File: src/rtl/stream_align_pkg.sv
// Shared defaults and elaboration helpers for the stream pair aligner.
package stream_align_pkg;

    localparam int DEF_DATA_WIDTH_A = 16;
    localparam int DEF_DATA_WIDTH_B = 16;
    localparam int DEF_MAX_SKEW     = 8;

    function automatic bit is_pow2(input int v);
        return (v > 0) && ((v & (v - 1)) == 0);
    endfunction

endpackage

File: src/rtl/align_fifo.sv
// Show-ahead synchronous FIFO with level count and sticky overflow flag.
// A push into a full FIFO is still accepted when the same cycle pops.
module align_fifo #(
    parameter int WIDTH = 16,
    parameter int DEPTH = 8
) (
    input  logic                   clk,
    input  logic                   clr,
    input  logic                   push,
    input  logic [WIDTH-1:0]       din,
    input  logic                   pop,
    output logic [WIDTH-1:0]       dout,
    output logic                   empty,
    output logic [$clog2(DEPTH):0] level,
    output logic                   ovf
);
    localparam int PTR_W = $clog2(DEPTH);
    localparam logic [PTR_W:0] FULL_LVL = DEPTH[PTR_W:0];

    logic [WIDTH-1:0] mem [DEPTH];
    logic [PTR_W-1:0] wr_ptr, rd_ptr;
    logic             full, push_ok, pop_ok;

    assign empty   = (level == '0);
    assign full    = (level == FULL_LVL);
    assign pop_ok  = pop & !empty;
    assign push_ok = push & (!full | pop_ok);
    assign dout    = mem[rd_ptr];

    always_ff @(posedge clk) begin
        if (clr) begin
            wr_ptr <= '0;
            rd_ptr <= '0;
            level  <= '0;
            ovf    <= 1'b0;
        end else begin
            if (push_ok) wr_ptr <= wr_ptr + 1'b1;
            if (pop_ok)  rd_ptr <= rd_ptr + 1'b1;
            if (push_ok && !pop_ok)      level <= level + 1'b1;
            else if (!push_ok && pop_ok) level <= level - 1'b1;
            if (push && !push_ok) ovf <= 1'b1;
        end
    end

    // Storage needs no reset; pointers define what is valid.
    always_ff @(posedge clk) begin
        if (push_ok && !clr) mem[wr_ptr] <= din;
    end

endmodule

File: src/rtl/stream_pair_align.sv
// Re-pairs two valid-tagged streams of unequal path latency; each side waits
// in its own FIFO and a pair pops only when both sides hold data.
module stream_pair_align
    import stream_align_pkg::*;
#(
    parameter int DATA_WIDTH_A = DEF_DATA_WIDTH_A,
    parameter int DATA_WIDTH_B = DEF_DATA_WIDTH_B,
    parameter int MAX_SKEW     = DEF_MAX_SKEW
) (
    input  logic                      clk,
    input  logic                      rst_n,
    input  logic                      i_clr,
    input  logic                      i_a_valid,
    input  logic [DATA_WIDTH_A-1:0]   i_a_data,
    input  logic                      i_b_valid,
    input  logic [DATA_WIDTH_B-1:0]   i_b_data,
    output logic                      o_valid,
    input  logic                      i_ready,
    output logic [DATA_WIDTH_A-1:0]   o_a_data,
    output logic [DATA_WIDTH_B-1:0]   o_b_data,
    output logic [$clog2(MAX_SKEW):0] o_lvl_a,
    output logic [$clog2(MAX_SKEW):0] o_lvl_b,
    output logic                      o_ovf_a,
    output logic                      o_ovf_b
);
    localparam int LVL_W = $clog2(MAX_SKEW) + 1;

    generate
        if (!is_pow2(MAX_SKEW) || MAX_SKEW < 2) begin : g_bad_skew
            $error("MAX_SKEW must be a power of 2 and >= 2");
        end
    endgenerate

    logic                    clr, pop, empty_a, empty_b;
    logic [DATA_WIDTH_A-1:0] head_a;
    logic [DATA_WIDTH_B-1:0] head_b;
    logic [LVL_W-1:0]        lvl_a, lvl_b;

    assign clr     = !rst_n | i_clr;
    assign pop     = !empty_a & !empty_b & (!o_valid | i_ready);
    assign o_lvl_a = lvl_a;
    assign o_lvl_b = lvl_b;

    align_fifo #(.WIDTH(DATA_WIDTH_A), .DEPTH(MAX_SKEW)) u_fifo_a (
        .clk(clk), .clr(clr), .push(i_a_valid), .din(i_a_data), .pop(pop),
        .dout(head_a), .empty(empty_a), .level(lvl_a), .ovf(o_ovf_a)
    );

    align_fifo #(.WIDTH(DATA_WIDTH_B), .DEPTH(MAX_SKEW)) u_fifo_b (
        .clk(clk), .clr(clr), .push(i_b_valid), .din(i_b_data), .pop(pop),
        .dout(head_b), .empty(empty_b), .level(lvl_b), .ovf(o_ovf_b)
    );

    // Output register: holds while stalled, drops valid once consumed with nothing behind it.
    always_ff @(posedge clk) begin
        if (clr) begin
            o_valid  <= 1'b0;
            o_a_data <= '0;
            o_b_data <= '0;
        end else if (pop) begin
            o_valid  <= 1'b1;
            o_a_data <= head_a;
            o_b_data <= head_b;
        end else if (i_ready) begin
            o_valid  <= 1'b0;
        end
    end

endmodule

File: config.mk
export PLATFORM = sky130hd
export DESIGN_NAME = stream_pair_align
export DESIGN_NICKNAME = d
export VERILOG_FILES = /design/src/rtl/stream_align_pkg.sv /design/src/rtl/align_fifo.sv /design/src/rtl/stream_pair_align.sv
export SDC_FILE = /design/constraint.sdc
export NUM_CORES = 1
export LEC_CHECK = 0
export BUFFER_PORTS_ARGS = -buffer_cell sky130_fd_sc_hd__clkbuf_2
export CAP_MARGIN = 15
export CORE_MARGIN = 1
export CORE_UTILIZATION = 36
export CTS_BUF_LIST = sky130_fd_sc_hd__clkbuf_4 sky130_fd_sc_hd__clkbuf_8
export DETAILED_ROUTE_END_ITERATION = 8
export PLACE_DENSITY = 0.49
export SLEW_MARGIN = 30
export SYNTH_ARGS = -nofsm -noshare
export SYNTH_HDL_FRONTEND = slang
export SYNTH_HIERARCHICAL = 1
export SYNTH_SLANG_ARGS = --single-unit
File: constraint.sdc
create_clock -name clk -period 4.5 [get_ports clk]
set_input_delay 0.45 -clock clk [delete_from_list [all_inputs] [get_ports clk]]
set_output_delay 0.45 -clock clk [all_outputs]
set_load 0.02 [all_outputs]
==> flow_summary.toml <==
[run_status]
status = "complete, no violations"

[cts]
cts-hold-fix-buffers = 0
cts_root_buffer = "clkbuf_8"
cts_resized = 0
cts_tree = "built"
cts_max_level = 2
numCtsBuffers = 54
clockBufferDepth = 3
clkTransAtPathRegs_ns = 0.06
cts_setup_buffers = 0
clock_latency_ns = 0.58
clock_sinks = 317

[power_and_ir_drop]
power_frac_comb_pct = 5.0
ir_drop_v = 0.0001947
seqPwrFrac_pct = 52.4
pwr-share-clk_pct = 42.6
p_leak_nw = 4.872
p_int_mw = 4.804
switching_power_mw = 1.324
total_power_mw = 6.129
power_density_mw_per_mm2 = 420.1
swShare_pct = 21.61

[drt]
m1WireLength_um = 10850
drtAntennaViolNets = 0
firstDrtPassIters = 5
vias = 6562
vias_per_cell = 5.095
dr_wl_met3_um = 1325
drc = 0
met2_length_um = 14000
routed_wl_um = 26740
topRoutingLayerUsed = "met4"
routedWlPerCell_um = 20.76
drt_iter0_markers = 242

[sta]
slew_headroom_pct = 41.31
period_minus_slack_ns = 3.361
drv_slew = 0
rsz0062_at_grt = "false"
fin_skew_ns = 0.01358
hold_viol = 0
period_share_pct = 74.68
max_slew.worst_pin.slew_ns = 0.8804
setup-tns-final_ns = 0
max_clock_freq_ghz = 0.2976
setup_violations = 0

[die]
start_util_pct = 36.98
core_area_sq_mm = 0.03387
die_y_um = 188.5
die_w_um = 188.5
ios = 81
rows = 67
dieArea_sq_mm = 0.03554

[worst_setup_path]
r2r_end = "u_fifo_a/level[3]"
start_kind = "register"
crit_required_ns = 4.96
r2r.worst_path.cells = 14
crit_type = "reg -> reg"
critical_path_arrival_ns = 3.82
path_max_fanout = 6
crit_path_end_kind = "register"
startpoint = "u_fifo_b/level[0]"
r2r_slack_ns = 1.14
r2r-start = "u_fifo_b/level[0]"
endpoint = "u_fifo_a/level[3]"

[logic_synthesis]
ys_warn_count = 6
ys.flop_type = "edfxtp_1"
syn_avg_cell_area_sq_um = 18.42
ys_ff_latch = 317
synth-edff-count = 256
syn_inst = 680
synthArstFlopShare_pct = 0
ys_types = 37
synth.net_count = 730
seq_area_frac_synth_pct = 71.13
synth_area_sq_mm = 0.01252

[finish]
area_delta_synth_final_pct = 16.48
drive_gt1_share_pct = 29.56
postLayoutCellArea_sq_mm = 0.01459
finish.utilization_pct = 43.08
nets = 850
fillers = 3001

[min_path]
hold_start = "i_b_valid"
hp-class = "in -> reg"

[placed_design]
gp_congestion = 0.7469
post_dp_cell_area_sq_mm = 0.01344
portBuffers = 80
detailed_place_hpwl_um = 16170

[grt]
grt_max_degree = 44
grt_remaining_overflow = 0
grt_pass1_wl_um = 40850
grt.total_usage_pct = 15.36
antenna_found_initial = 1
grt_pass1_vias = 6986

[flow_run]
maxCapViolations = 0
[flip-flops by register name, summed over array words and instances, names as in the netlist, named ones only]
register / cells
u_fifo_a/mem: 128
u_fifo_b/mem: 128
o_a_data: 16
o_b_data: 16
u_fifo_a/level: 4
u_fifo_b/level: 4
u_fifo_a/rd_ptr: 3
u_fifo_a/wr_ptr: 3
u_fifo_b/rd_ptr: 3
u_fifo_b/wr_ptr: 3
o_valid: 1
u_fifo_a/ovf: 1
u_fifo_b/ovf: 1
[per-layer routing]
metal,up-vias,GRT usage [%]
li1,3000,-
met1,3372,18.37
met2,144,27.32
met3,46,3.297
met4,0,5.149
met5,-,0
[final cells by class]
cell class | count | area [sq um] | share of cell area (%)
diodes | 1 | 2.502 | 0.01715
clock buffers | 65 | 832.0 | 5.703
clock inverters | 30 | 257.7 | 1.767
inverters | 4 | 15.01 | 0.1029
multi-input cells | 317 | 3385 | 23.20
flip-flops and latches | 317 | 8914 | 61.10
well taps | 448 | 560.5 | 3.842
repair buffers | 106 | 623.1 | 4.271
[kinds of logic after synthesis]
group	share of synthesized area [%]
xor gates and xnor gates	0.5595
adders and majority gates	1.319
muxes	16.56
AOI/OAI and AO/OA	3.896
buffers and inverters	2.398
and+or+nand+nor	4.136
DFF	71.13
[power by group through the flow]
| stage | clock, mW | combinational, mW | sequential [mW] |
|---|---|---|---|
| after floorplan | 0 | 0.180 | 3.29 |
| after detailed placement | 0 | 0.305 | 3.28 |
| after global routing | 2.82 | 0.336 | 3.22 |
| after global placement | 0 | 0.295 | 3.27 |
| after CTS | 2.69 | 0.307 | 3.21 |
| final | 2.61 | 0.305 | 3.21 |
[layout by cell type (no fill, tap or decap), types with 5 or more instances in the layout]
cell type	instances
clkinv_2	5
xor2_1	6
o21ai_1	26
clkbuf_4	10
mux2_2	34
ha_1	10
nand2b_1	7
clkinv_1	18
nor2_1	37
buf_4	23
clkbuf_8	55
edfxtp_1	256
nand2_1	10
clkbuf_2	80
bufinv_16	5
a21oi_1	45
o21ai_2	6
mux4_2	8
nand3_1	34
mux4_1	56
dfxtp_1	57
[critical path: stages, from the launching register on]
cell	delay, ns
dfxtp_1	0.37
or3_4	0.44
nor2_1	0.16
or2_1	0.14
nor2_1	0.10
nand2b_1	0.20
o21ai_2	0.19
inv_1	0.15
ha_1	0.23
inv_1	0.14
ha_1	0.31
a21oi_1	0.19
a211oi_1	0.10
a31oi_1	0.17
mux2_2	0.35
[worst min-delay path by stage]
stage | to | slack, ns | cells past startpoint
floorplan | u_fifo_a/wr_ptr[0] | 0.46 | 2
global placement | o_b_data[2] | 0.45 | 2
detailed placement | u_fifo_b/ovf | 0.47 | 2
CTS | u_fifo_b/ovf | 0.11 | 3
global route | u_fifo_b/mem[4][6] | 0.13 | 1
finish | u_fifo_b/ovf | 0.14 | 3
[synthesized netlist by cell type, types with 4 or more instances]
cell      count  area share (%)
mux4_2        8             1.4
clkbuf_2      4            0.16
o21ai_1      26             1.0
nand2b_1      8            0.40
xor2_1        6            0.42
nand3_1      34             1.4
nand2_1      10            0.30
nor2_1       37             1.1
clkbuf_1      9            0.27
o21ai_2       6            0.42
dfxtp_1      61             9.8
buf_2         5            0.20
inv_1         4            0.12
buf_1         8            0.24
ha_1         10             1.0
nor4_1        4            0.20
buf_6        15             1.3
a21oi_1      45             1.8
nor3_1        4            0.16
o21ai_0       4            0.16
edfxtp_1    256              61
mux2i_1       4            0.32
mux4_1       56              12
mux2_2       34             3.1
[through the flow]
stage	std cells	hold slack, ns	worst slack (ns)
2_1_floorplan	680	0.4618	0.4485
3_3_place_gp	1189	0.4544	1.212
3_5_place_dp	1189	0.4674	1.137
4_1_cts	1284	0.1055	1.092
5_1_grt	1287	0.1304	0.8339
6_report	1288	0.1420	1.139
Power figures use the tool's default switching activity.
